==> src/rtl/idu_stage_if.sv <==
// Decoded-instruction bus from the decode stage to the execute stage.
// Master is the producer (IDU) and slave is the consumer (EXU).
interface idu_stage_if #(
  parameter int unsigned ADDR_WIDTH    = 5,
  parameter int unsigned DATA_WIDTH    = 32,
  parameter int unsigned COMMAND_WIDTH = 4
);
  logic                     valid;
  logic                     ready;
  logic [DATA_WIDTH-1:0]    pc;
  logic [DATA_WIDTH-1:0]    src1;
  logic [DATA_WIDTH-1:0]    src2;
  logic [DATA_WIDTH-1:0]    imm;
  logic [ADDR_WIDTH-1:0]    des;
  logic [COMMAND_WIDTH-1:0] command;
  logic [5:0]               imm_type;
  logic                     illegal;

  modport master (
    output valid, pc, src1, src2, imm, des, command, imm_type, illegal,
    input  ready
  );

  modport slave (
    input  valid, pc, src1, src2, imm, des, command, imm_type, illegal,
    output ready
  );
endinterface

==> src/rtl/idu_stage.sv <==
// RV32 decode stage: single-entry pipeline register between IFU and EXU that
// decodes opcode/immediate, samples regfile operands and counts accepted instructions.
module idu_stage #(
  parameter int unsigned ADDR_WIDTH    = 5,
  parameter int unsigned DATA_WIDTH    = 32,
  parameter int unsigned COMMAND_WIDTH = 4,
  parameter int unsigned CNT_WIDTH     = 32
) (
  input  logic                  clk_i,
  input  logic                  rst_ni,
  input  logic                  in_valid_i,
  output logic                  in_ready_o,
  input  logic [31:0]           in_inst_i,
  input  logic [DATA_WIDTH-1:0] in_pc_i,
  output logic [ADDR_WIDTH-1:0] raddr1_o,
  output logic [ADDR_WIDTH-1:0] raddr2_o,
  input  logic [DATA_WIDTH-1:0] rdata1_i,
  input  logic [DATA_WIDTH-1:0] rdata2_i,
  input  logic                  flush_i,
  output logic [CNT_WIDTH-1:0]  decode_cnt_o,
  idu_stage_if.master           out_if
);

  typedef enum logic [6:0] {
    OPC_OPIMM  = 7'b0010011,
    OPC_OP     = 7'b0110011,
    OPC_LOAD   = 7'b0000011,
    OPC_STORE  = 7'b0100011,
    OPC_BRANCH = 7'b1100011,
    OPC_LUI    = 7'b0110111,
    OPC_AUIPC  = 7'b0010111,
    OPC_JAL    = 7'b1101111,
    OPC_JALR   = 7'b1100111,
    OPC_SYSTEM = 7'b1110011
  } opcode_e;

  typedef enum logic [5:0] {
    IT_NONE = 6'b000000,
    IT_R    = 6'b000001,
    IT_I    = 6'b000010,
    IT_S    = 6'b000100,
    IT_B    = 6'b001000,
    IT_U    = 6'b010000,
    IT_J    = 6'b100000
  } imm_type_e;

  logic                     capture;
  logic                     valid_d, valid_q;
  logic [CNT_WIDTH-1:0]     cnt_q;
  logic [DATA_WIDTH-1:0]    pc_q, src1_q, src2_q, imm_q, imm_d;
  logic [ADDR_WIDTH-1:0]    des_q, des_d;
  logic [COMMAND_WIDTH-1:0] cmd_q, cmd_d;
  imm_type_e                type_q, type_d;
  logic                     illegal_q, illegal_d;
  logic [31:0]              imm32;

  assign raddr1_o   = ADDR_WIDTH'(in_inst_i[19:15]);
  assign raddr2_o   = ADDR_WIDTH'(in_inst_i[24:20]);
  assign in_ready_o = (!valid_q || out_if.ready) && !flush_i;
  assign capture    = in_valid_i && in_ready_o;

  always_comb begin
    cmd_d     = '0;
    type_d    = IT_NONE;
    illegal_d = 1'b0;
    des_d     = ADDR_WIDTH'(in_inst_i[11:7]);
    unique case (in_inst_i[6:0])
      OPC_OPIMM:  begin cmd_d = COMMAND_WIDTH'(1);  type_d = IT_I; end
      OPC_OP:     begin cmd_d = COMMAND_WIDTH'(2);  type_d = IT_R; end
      OPC_LOAD:   begin cmd_d = COMMAND_WIDTH'(3);  type_d = IT_I; end
      OPC_STORE:  begin cmd_d = COMMAND_WIDTH'(4);  type_d = IT_S; des_d = '0; end
      OPC_BRANCH: begin cmd_d = COMMAND_WIDTH'(5);  type_d = IT_B; des_d = '0; end
      OPC_LUI:    begin cmd_d = COMMAND_WIDTH'(6);  type_d = IT_U; end
      OPC_AUIPC:  begin cmd_d = COMMAND_WIDTH'(7);  type_d = IT_U; end
      OPC_JAL:    begin cmd_d = COMMAND_WIDTH'(8);  type_d = IT_J; end
      OPC_JALR:   begin cmd_d = COMMAND_WIDTH'(9);  type_d = IT_I; end
      OPC_SYSTEM: begin cmd_d = COMMAND_WIDTH'(10); type_d = IT_I; end
      default:    begin illegal_d = 1'b1; des_d = '0; end
    endcase
  end

  // Immediate is assembled at 32 bits, then sign-extended to DATA_WIDTH.
  always_comb begin
    imm32 = '0;
    unique case (type_d)
      IT_I: imm32 = {{20{in_inst_i[31]}}, in_inst_i[31:20]};
      IT_S: imm32 = {{20{in_inst_i[31]}}, in_inst_i[31:25], in_inst_i[11:7]};
      IT_B: imm32 = {{19{in_inst_i[31]}}, in_inst_i[31], in_inst_i[7],
                     in_inst_i[30:25], in_inst_i[11:8], 1'b0};
      IT_U: imm32 = {in_inst_i[31:12], 12'b0};
      IT_J: imm32 = {{11{in_inst_i[31]}}, in_inst_i[31], in_inst_i[19:12],
                     in_inst_i[20], in_inst_i[30:21], 1'b0};
      default: imm32 = '0;
    endcase
    imm_d = DATA_WIDTH'($signed(imm32));
  end

  always_comb begin
    valid_d = valid_q;
    if (flush_i)                     valid_d = 1'b0;
    else if (capture)                valid_d = 1'b1;
    else if (valid_q && out_if.ready) valid_d = 1'b0;
  end

  always_ff @(posedge clk_i or negedge rst_ni) begin
    if (!rst_ni) begin
      valid_q   <= 1'b0;
      cnt_q     <= '0;
      pc_q      <= '0;
      src1_q    <= '0;
      src2_q    <= '0;
      imm_q     <= '0;
      des_q     <= '0;
      cmd_q     <= '0;
      type_q    <= IT_NONE;
      illegal_q <= 1'b0;
    end else begin
      valid_q <= valid_d;
      if (capture) begin
        cnt_q     <= cnt_q + 1'b1;
        pc_q      <= in_pc_i;
        src1_q    <= rdata1_i;
        src2_q    <= rdata2_i;
        imm_q     <= imm_d;
        des_q     <= des_d;
        cmd_q     <= cmd_d;
        type_q    <= type_d;
        illegal_q <= illegal_d;
      end
    end
  end

  assign out_if.valid    = valid_q;
  assign out_if.pc       = pc_q;
  assign out_if.src1     = src1_q;
  assign out_if.src2     = src2_q;
  assign out_if.imm      = imm_q;
  assign out_if.des      = des_q;
  assign out_if.command  = cmd_q;
  assign out_if.imm_type = type_q;
  assign out_if.illegal  = illegal_q;
  assign decode_cnt_o    = cnt_q;

endmodule

==> src/flat_wrapper.sv <==
// flat-port wrapper written by rule: the top's interface ports become plain ports
module idu_stage_flat 
#(
  parameter int unsigned ADDR_WIDTH    = 5,
  parameter int unsigned DATA_WIDTH    = 32,
  parameter int unsigned COMMAND_WIDTH = 4,
  parameter int unsigned CNT_WIDTH     = 32
)
  (clk_i, rst_ni, in_valid_i, in_ready_o, in_inst_i, in_pc_i, raddr1_o, raddr2_o, rdata1_i, rdata2_i, flush_i, decode_cnt_o, out_if_valid, out_if_pc, out_if_src1, out_if_src2, out_if_imm, out_if_des, out_if_command, out_if_imm_type, out_if_illegal, out_if_ready);
  idu_stage_if #(.ADDR_WIDTH(ADDR_WIDTH), .DATA_WIDTH(DATA_WIDTH), .COMMAND_WIDTH(COMMAND_WIDTH)) out_if_i ();
  input  logic clk_i;
  input  logic rst_ni;
  input  logic in_valid_i;
  output logic in_ready_o;
  input  logic [31:0] in_inst_i;
  input  logic [DATA_WIDTH-1:0] in_pc_i;
  output logic [ADDR_WIDTH-1:0] raddr1_o;
  output logic [ADDR_WIDTH-1:0] raddr2_o;
  input  logic [DATA_WIDTH-1:0] rdata1_i;
  input  logic [DATA_WIDTH-1:0] rdata2_i;
  input  logic flush_i;
  output logic [CNT_WIDTH-1:0] decode_cnt_o;
  output wire logic [$bits(out_if_i.valid)-1:0] out_if_valid;
  output wire logic [$bits(out_if_i.pc)-1:0] out_if_pc;
  output wire logic [$bits(out_if_i.src1)-1:0] out_if_src1;
  output wire logic [$bits(out_if_i.src2)-1:0] out_if_src2;
  output wire logic [$bits(out_if_i.imm)-1:0] out_if_imm;
  output wire logic [$bits(out_if_i.des)-1:0] out_if_des;
  output wire logic [$bits(out_if_i.command)-1:0] out_if_command;
  output wire logic [$bits(out_if_i.imm_type)-1:0] out_if_imm_type;
  output wire logic [$bits(out_if_i.illegal)-1:0] out_if_illegal;
  input wire logic [$bits(out_if_i.ready)-1:0] out_if_ready;
  assign out_if_valid = out_if_i.valid;
  assign out_if_pc = out_if_i.pc;
  assign out_if_src1 = out_if_i.src1;
  assign out_if_src2 = out_if_i.src2;
  assign out_if_imm = out_if_i.imm;
  assign out_if_des = out_if_i.des;
  assign out_if_command = out_if_i.command;
  assign out_if_imm_type = out_if_i.imm_type;
  assign out_if_illegal = out_if_i.illegal;
  assign out_if_i.ready = out_if_ready;
  idu_stage #(.ADDR_WIDTH(ADDR_WIDTH), .DATA_WIDTH(DATA_WIDTH), .COMMAND_WIDTH(COMMAND_WIDTH), .CNT_WIDTH(CNT_WIDTH)) u_core (.clk_i(clk_i), .rst_ni(rst_ni), .in_valid_i(in_valid_i), .in_ready_o(in_ready_o), .in_inst_i(in_inst_i), .in_pc_i(in_pc_i), .raddr1_o(raddr1_o), .raddr2_o(raddr2_o), .rdata1_i(rdata1_i), .rdata2_i(rdata2_i), .flush_i(flush_i), .decode_cnt_o(decode_cnt_o), .out_if(out_if_i));
endmodule
==> config.mk <==
export PLATFORM = sky130hd
export DESIGN_NAME = idu_stage_flat
export DESIGN_NICKNAME = d
export VERILOG_FILES = /design/src/rtl/idu_stage_if.sv /design/src/rtl/idu_stage.sv /design/src/flat_wrapper.sv
export SDC_FILE = /design/constraint.sdc
export NUM_CORES = 1
export LEC_CHECK = 0
export CELL_PAD_IN_SITES_DETAIL_PLACEMENT = 0
export CELL_PAD_IN_SITES_GLOBAL_PLACEMENT = 1
export CORE_ASPECT_RATIO = 1.2
export CORE_MARGIN = 2
export CORE_UTILIZATION = 32
export DETAILED_ROUTE_END_ITERATION = 7
export GPL_TIMING_DRIVEN = 0
export PLACE_DENSITY_LB_ADDON = 0.1
export SETUP_SLACK_MARGIN = 0.4
export SYNTH_ARGS = -nofsm -noshare
export SYNTH_HDL_FRONTEND = slang
export SYNTH_SLANG_ARGS = --single-unit
==> constraint.sdc <==
create_clock -name clk_i -period 3 [get_ports clk_i]
set_input_delay 0.6 -clock clk_i [delete_from_list [all_inputs] [get_ports clk_i]]
set_output_delay 0.6 -clock clk_i [all_outputs]
set_load 0.005 [all_outputs]
==> flow_summary.ini, run 1 <==
[outcome]
status = complete, no violations

[worst_setup_path]
critPathMostFrequentCell = clkdlybuf4s50_1
r2r_slack_ns = 0.88
cp-start-kind = primary input
critPathSlowestCell = clkdlybuf4s50_1
crit_path_max_fanout = 4
cpPeakStageDelay_ns = 0.53
worstSetupStartpoint = out_if_ready
reg2reg_from = u_core.out_if.valid
cp_data_arrival_time_ns = 1.80
path_cells = clkdlybuf4s50_1 -> nor2b_1 -> nor2_1 -> clkdlybuf4s50_1
cpLargestDelayFamily = buffers and inverters
endpoint_kind = output port
cp.required_ns = 2.40
cp_num_buf_inv = 2
crit_type = primary input to output port

[logic_synthesis]
synth-async-reset-ratio_pct = 100
ys_warn_count = 0
synth.avg_cell_area_um2 = 9.67
synth_seq_cells = 177
syn_nets = 923
ys_types = 57
ys.flop_type = dfrtp_1
netlist_instances = 789
synth_edf_count = 0
yosysSeqAreaShare_pct = 58.0
synth_area_um2 = 7630

[global_routing]
grt_pass1_wl_mm = 39.8
globalRouteOverflowTotal = 0
grt_start_max_net_pins = 98
grt_pass1_vias = 6687
grt.total_usage_pct = 20.2
antenna_found_initial = 2

[cts]
tritoncts = built
postCtsResizedCells = 0
numClockSinks = 177
root_buffer = clkbuf_16
htreeDepth = 4
cts-hold-fix-buffers = 0
insertion_delay_ns = 0.43
cts.clk_slew.worst_paths_ns = 0.07
cts_max_path_buffers = 2
postCtsSetupRepairBufs = 0
numCtsBuffers = 17

[timing]
min_period_over_period_pct = 80.2
min_period_ns = 2.40
setup_viol = 0
final_hold_viol_count = 0
timing.slew.headroom_pct = 52.8
fmax_ghz = 0.416
rsz0062_at_grt = false
skew_ns = 0.0144
maxSlewViolCount = 0
worst_slew_pin_slew_ns = 0.708

[floorplan]
die-height_um = 173
core_area_um2 = 23300
dieArea_um2 = 25100
initial_core_util_pct = 32.8
num_rows = 61
ios = 321
die_w_um = 145

[power_and_ir_drop]
p_total_w = 0.00624
ir_drop_mv = 0.370
power.density_nw_per_um2 = 529
p_leak_nw = 5.36

[cells_and_area]
instances_no_fill = 1456
multi_input_area_um2 = 2880
finalNetCount = 1260
seq_area_um2 = 4430
fillerInstances = 2221
most-common-layout-cells = nand2_1, clkdlybuf4s50_1, dfrtp_1
area_growth_syn_to_layout_pct = 54.4
layout_commonest_cell = nand2_1
drive_above_1_share_pct = 8.87

[place]
dp_cells = 1422
portBuffers = 317
place_congestion = 0.790
hpwlAfterDp_mm = 18.8

[drt]
antenna_left = 0
drc = 0
drt-total-wl_mm = 25.2
dr.first_iter.drc_count = 245
vias = 6686
vias_per_cell = 4.59
avgRoutedWirePerCell_um = 17.3
firstDrtPassIters = 4

[hold_path]
hold_path_class = primary input to async pin

[flow_run]
maxCapViolCount = 0
## registers in the layout, indices dropped and copies added (netlist names)
name                    flops
u_core.out_if.src2         32
u_core.out_if.pc           32
u_core.out_if.valid         1
u_core.decode_cnt_o        32
u_core.out_if.src1         32
u_core.out_if.illegal       1
u_core.out_if.imm          32
u_core.out_if.command       4
u_core.out_if.des           5
u_core.out_if.imm_type      6
## cells in the mapped netlist (2+ instances only)
cell	count	share of area, %
nand2_1	340	17
dfrtp_1	177	58
nor2_1	25	1.2
buf_2	24	1.6
xnor2_1	23	2.6
nand3_1	16	1.0
buf_4	15	1.5
nand4_1	14	1.1
a221o_1	12	1.6
a21oi_2	11	1.3
and3_1	10	0.82
o21ai_0	10	0.66
a22o_1	9	1.0
clkbuf_1	9	0.44
nor3_1	9	0.59
xor2_1	9	1.0
a21oi_1	7	0.46
and4_1	6	0.69
and2_1	5	0.41
buf_1	3	0.15
buf_6	3	0.44
inv_1	3	0.15
nand3b_1	3	0.30
nor4_1	3	0.25
nor4b_2	3	0.59
o211ai_1	3	0.30
a2111oi_4	2	0.72
a21o_1	2	0.20
mux2i_1	2	0.26
nand2b_1	2	0.16
nor2b_1	2	0.16
o31ai_1	2	0.20
## worst paths after layout
path                       cells past startpoint                  endpoint
setup / recovery                               4                in_ready_o
max in group asynchronous                      2      u_core.out_if.pc[31]
hold reg to reg                                2  u_core.out_if.command[2]
min in group clk_i                             2  u_core.out_if.command[2]
hold / removal                                 1     u_core.out_if.src2[5]
setup reg to reg                               6     u_core.out_if.src1[9]
## power by group
group          internal, W  leakage, nW  switching (W)
Clock              0.00110        0.260        0.00100
Sequential         0.00265         2.27       0.000166
Combinational     0.000786         2.83       0.000529
## final cells by class
| type | instances | area share (%) |
|---|---|---|
| inverter | 3 | 0.0956 |
| tap | 315 | 3.34 |
| timing repair buffer | 318 | 27.2 |
| multi-input combinational | 555 | 24.5 |
| clock buffer | 20 | 3.79 |
| antenna | 2 | 0.0425 |
| buffer | 54 | 2.64 |
| sequential | 177 | 37.6 |
| clock inverter | 12 | 0.849 |
## cell families (layout without fill, tap and decap cells)
group / count (synthesis) / in the layout / share of synthesized area, %
AOI/OAI and AO/OA: 71 / 71 / 8.05
muxes: 3 / 3 / 0.410
DFF: 177 / 177 / 58.0
xor gates and xnor gates: 32 / 32 / 3.67
adders and majority gates: 1 / 1 / 0.164
and+or+nand+nor: 448 / 448 / 25.5
buffers and inverters: 57 / 407 / 4.23
other: 0 / 2 / 0
## per-stage QoR
step / worst slack [ns] / hold slack (ns) / area [um^2] / util [%] / setup TNS, ns
after floorplan: 1.21 / 0.304 / 7630 / - / 0
after global placement: -6.57 / 0.453 / 11200 / 48.1 / -1159.45
after detailed placement: 0.162 / 0.455 / 11200 / 48.3 / 0
after CTS: 0.593 / 0.166 / 11800 / 50.6 / 0
after global routing: 0.403 / 0.184 / 11800 / 50.6 / 0
final: 0.595 / 0.148 / 11800 / 50.6 / 0
## metal layers
metal	vias up	GRT usage (%)	wire length, um
met4	0	7.05	500
li1	3259	-	-
met1	3181	25.0	10300
met5	-	0	0
met2	222	34.2	12700
met3	24	5.44	1700
Note: power is estimated with default switching activity, not from simulation.
==> inputs of run 2 (changes only) <==
--- a/config.mk
+++ b/config.mk
@@ -9,7 +9,7 @@
 export CELL_PAD_IN_SITES_GLOBAL_PLACEMENT = 1
 export CORE_ASPECT_RATIO = 1.2
 export CORE_MARGIN = 2
-export CORE_UTILIZATION = 32
+export CORE_UTILIZATION = 28
 export DETAILED_ROUTE_END_ITERATION = 7
 export GPL_TIMING_DRIVEN = 0
 export PLACE_DENSITY_LB_ADDON = 0.1
==> constraint.sdc (replaced) <==
create_clock -name clk_i -period 2 [get_ports clk_i]
set_input_delay 0.4 -clock clk_i [delete_from_list [all_inputs] [get_ports clk_i]]
set_output_delay 0.4 -clock clk_i [all_outputs]
set_load 0.005 [all_outputs]
==> run 2 against run 1 <==
Clock power rose by 63%; non-clock buffer count rose by 58; core utilization fell by 4.8 points; global-route usage fell by 1.7 points; worst hold slack improved by 0.11 ns; clock skew fell by 0.0051 ns; highest routed layer unchanged.
==> flow_summary.ini, run 2 (synthesis gave the netlist of run 1 again) <==
[worst_setup_path]
r2r-end = u_core.decode_cnt_o[31]
cpLargestDelayFamily = buffers and inverters
cp.required_ns = 1.60
critPathSlowestCell = dfrtp_1
crit_path_max_fanout = 2
r2r_slack_ns = 0.44
path_cells = buf_4 -> dlygate4sd2_1
reg2reg_from = u_core.decode_cnt_o[3]
cp_num_buf_inv = 2
crit_type = flip-flop to output port
cp_data_arrival_time_ns = 1.21
cpPeakStageDelay_ns = 0.39
cp-start-kind = flip-flop
rr_worst_depth = 5
worstSetupStartpoint = u_core.decode_cnt_o[3]
endpoint_kind = output port

[power_and_ir_drop]
p_leak_nw = 6.40
ir_drop_mv = 0.492
power.density_nw_per_um2 = 769

[drt]
avgRoutedWirePerCell_um = 17.3
antenna_left = 0
vias = 6939
vias_per_cell = 4.51
dr.first_iter.drc_count = 304
firstDrtPassIters = 4
drc = 0
drt-total-wl_mm = 26.6

[cells_and_area]
layout_commonest_cell = nand2_1
drive_above_1_share_pct = 17.6
most-common-layout-cells = nand2_1, dlygate4sd2_1, dfrtp_1
area_growth_syn_to_layout_pct = 62.2
finalNetCount = 1318
fin_area_um2 = 12400

[timing]
finalSetupTns_ns = 0
worst_slew_pin_slew_ns = 0.536
min_period_ns = 1.61
timing.slew.headroom_pct = 64.3
skew_ns = 0.00926
maxSlewViolCount = 0
min_period_over_period_pct = 80.3
final_hold_viol_count = 0
setup_viol = 0
fmax_ghz = 0.622
rsz0062_at_grt = true

[global_routing]
grt_pass1_wl_mm = 40.8
grt_pass1_vias = 6897
globalRouteOverflowTotal = 0
antenna_found_initial = 1
grt.total_usage_pct = 18.5
grt_start_max_net_pins = 98

[cts]
cts_max_path_buffers = 2
htreeDepth = 4
numClockSinks = 177
insertion_delay_ns = 0.42
cts.clk_slew.worst_paths_ns = 0.07
numCtsBuffers = 17
tritoncts = built
root_buffer = clkbuf_16

[floorplan]
num_rows = 66
initial_core_util_pct = 28.3
die_w_um = 155
dieArea_um2 = 28600
core_area_um2 = 27000
die-height_um = 185
ios = 321

[outcome]
status = complete, no violations

[place]
place_area_um2 = 11300
portBuffers = 317
hpwlAfterDp_mm = 19.2
place_congestion = 0.785

[flow_run]
maxCapViolCount = 0

[hold_path]
hold_path_end = u_core.out_if.imm[3]
hold_depth = 2
hold_path_class = primary input to flip-flop
worstHoldStart = in_inst_i[23]
[run 2: worst max path at each step]
stage	endpoint	cells after the start
2_1_floorplan	u_core.out_if.imm[24]	7
3_3_place_gp	u_core.out_if.pc[15]	1
3_5_place_dp	u_core.out_if.src2[21]	7
4_1_cts	in_ready_o	3
5_1_grt	u_core.decode_cnt_o[26]	5
6_report	decode_cnt_o[3]	2
[run 2: cell type report]
cell class	instances	area, um^2
diodes	2	5.00
plain buffers	54	413
clock buffers	22	454
clock inverters	9	134
fillers	2752	14600
inverters	3	11.3
multi-input cells	555	3050
flip-flops and latches	177	4440
well taps	340	425
repair buffers	376	3450
[run 2: stage by stage]
stage                     power, W  hold WS [ns]  util (%)  cells  setup slack, ns
after global routing        0.0100         0.258      45.9   1537            0.330
after CTS                  0.00959         0.239      44.9   1525            0.367
after detailed placement   0.00631         0.430      41.7   1447           -0.761
after global placement     0.00630         0.456      41.6   1446            -7.57
final                      0.00952         0.257      45.9   1538            0.394
after floorplan            0.00487         0.104         -    789            0.407
[run 2: where the power goes]
part | switching [W] | internal (W)
clock network | 0.00143 | 0.00200
registers | 0.000210 | 0.00398
logic | 0.000888 | 0.00102
total | 0.00253 | 0.00699
[run 2: metal layers]
layer	GRT usage [%]	share of wire (%)
met5	0	0
met2	31.8	50
met1	22.8	42
met4	5.63	1.3
met3	5.03	5.9
[run 2: repair_timing]
item,in CTS,in global routing
endpoints found under the hold margin,23,0
pin swaps,9,15
setup buffers,45,11
resized for setup,285,58
setup endpoints to repair,361,215
gates cloned,1,0
hold buffers,1,0
==> inputs of run 3 (changes only) <==
==> constraint.sdc (replaced) <==
create_clock -name clk_i -period 1.4 [get_ports clk_i]
set_input_delay 0.28 -clock clk_i [delete_from_list [all_inputs] [get_ports clk_i]]
set_output_delay 0.28 -clock clk_i [all_outputs]
set_load 0.005 [all_outputs]
==> run 3 against run 2 <==
The run now ends with negative hold slack, negative setup slack left; final cell count grew 7.8%; clock power rose by 45%; sequential power grew 43%; combinational power rose by 80%.
==> flow_summary.ini, run 3 (synthesis gave the netlist of run 1 again) <==
[floorplan]
dieArea_um2 = 28600
num_rows = 66
initial_core_util_pct = 28.3
core_area_um2 = 27000
die_w_um = 155
die-height_um = 185
ios = 321

[worst_setup_path]
cp_num_buf_inv = 1
crit_cells = 5
cp-start-kind = flip-flop
cpLargestDelayFamily = simple AND/OR/NAND/NOR gates
r2r-end = u_core.decode_cnt_o[31]
crit_type = flip-flop to flip-flop
cp.required_ns = 1.75
reg2reg_from = u_core.decode_cnt_o[8]
crit_path_max_fanout = 4
rr_worst_depth = 5
cp_data_arrival_time_ns = 1.88
path_cells = buf_6 -> nand2_4 -> or3_4 -> and4bb_2 -> xor2_1
endpoint_kind = flip-flop
r2r_slack_ns = -0.13
cpPeakStageDelay_ns = 0.44
critPathSlowestCell = or3_4

[power_and_ir_drop]
power.density_nw_per_um2 = 1050
ir_drop_mv = 0.607
p_leak_nw = 7.08

[global_routing]
grt_pass1_wl_mm = 41.3
globalRouteOverflowTotal = 0
antenna_found_initial = 1
grt.total_usage_pct = 18.5
grt_pass1_vias = 7257
grt_start_max_net_pins = 90

[drt]
wl_met3_mm = 1.58
vias = 7378
firstDrtPassIters = 4
route.met2.wl_mm = 14.2
antenna_left = 0
wl_met1_mm = 11.4
drt-total-wl_mm = 27.6
vias_per_cell = 4.45
top_layer = met4
avgRoutedWirePerCell_um = 16.7
dr.first_iter.drc_count = 272
drc = 0

[timing]
setup_viol = 154
min_period_ns = 1.53
timing.slew.headroom_pct = 49.9
fin_ws_ns = -0.130
final_hold_viol_count = 88
skew_ns = 0.0116
holdWs_ns = -0.166
maxSlewViolCount = 0
rsz0062_at_grt = true
min_period_over_period_pct = 109
finalSetupTns_ns = -6.29
fmax_ghz = 0.654
worst_slew_pin_slew_ns = 0.751

[cells_and_area]
fillerInstances = 2632
finalNetCount = 1438
most-common-layout-cells = nand2_1, dfrtp_1, buf_4
area_growth_syn_to_layout_pct = 79.1
layout_commonest_cell = nand2_1
drive_above_1_share_pct = 45.0
final_util_pct = 50.6
fin_area_um2 = 13700

[cts]
insertion_delay_ns = 0.43
cts_max_path_buffers = 2
htreeDepth = 4
cts.clk_slew.worst_paths_ns = 0.07
root_buffer = clkbuf_16
numCtsBuffers = 17
numClockSinks = 177
tritoncts = built

[outcome]
status = finished with violations
violations = negative hold slack, negative setup slack

[place]
place_congestion = 0.768
portBuffers = 317
hpwlAfterDp_mm = 18.7
place_ws_ns = -0.909
place_area_um2 = 11700

[hold_path]
hold_path_class = primary input to async pin

[flow_run]
maxCapViolCount = 0
[run 3: changes by cell type in the layout (fill, tap and decap cells not counted), sizes merged]
cell | before | now
buf | 110 | 364
dlygate4sd3 | 1 | 0
dlymetal6s2s | 4 | 0
diode | 2 | 1
clkdlybuf4s50 | 117 | 111
inv | 3 | 10
clkbuf | 33 | 83
bufinv | 3 | 1
clkinv | 2 | 5
clkinvlp | 4 | 2
dlygate4sd2 | 181 | 6
clkdlybuf4s15 | 6 | 3
[run 3: how the worst max path moves through the flow]
stage,startpoint,endpoint,slack [ns]
3_3_place_gp,rst_ni,u_core.decode_cnt_o[10],-8.73
3_5_place_dp,in_inst_i[4],u_core.out_if.imm[12],-0.91
4_1_cts,u_core.decode_cnt_o[3],u_core.decode_cnt_o[31],-0.13
2_1_floorplan,in_inst_i[3],u_core.out_if.imm[30],-0.03
5_1_grt,u_core.decode_cnt_o[17],u_core.decode_cnt_o[25],-0.22
6_report,u_core.decode_cnt_o[8],u_core.decode_cnt_o[31],-0.13
[run 3: per-layer routing]
layer | GRT usage, % | up-vias
met2 | 32.7 | 187
met4 | 5.22 | 0
met3 | 5.29 | 29
met1 | 22.0 | 3535
met5 | 0 | -
li1 | - | 3627
[run 3: metrics by stage]
step                total power (W)  instances  hold slack [ns]
finish                       0.0144       1658           -0.166
detailed placement          0.00914       1447            0.350
CTS                          0.0141       1584           -0.123
floorplan                   0.00709        789          -0.0156
global placement            0.00912       1446            0.454
global route                 0.0152       1658           -0.117
[run 3: what timing repair did]
action / 4_1_cts / 5_1_grt
gates resized for setup: 728 / 235
setup buffers: 103 / 66
endpoints found under the hold margin: 88 / 88
cloned: 2 / 7
pin swaps: 33 / 65
setup endpoints to repair: 364 / 358
[run 3: final cells by class]
type                       instances  area (um^2)  area share (%)
buffer                            54          687            5.02
clock inverter                    15          193            1.41
antenna                            1         2.50          0.0183
sequential                       177         4440            32.5
multi-input combinational        555         3440            25.2
clock buffer                      17          425            3.11
inverter                           3         11.3          0.0823
tap                              340          425            3.11
timing repair buffer             496         4050            29.6
[run 3: power by group]
| group | internal (W) | switching, W | total, W |
|---|---|---|---|
| Sequential | 0.00568 | 0.000334 | 0.00601 |
| Clock | 0.00259 | 0.00239 | 0.00499 |
| Combinational | 0.00196 | 0.00147 | 0.00343 |
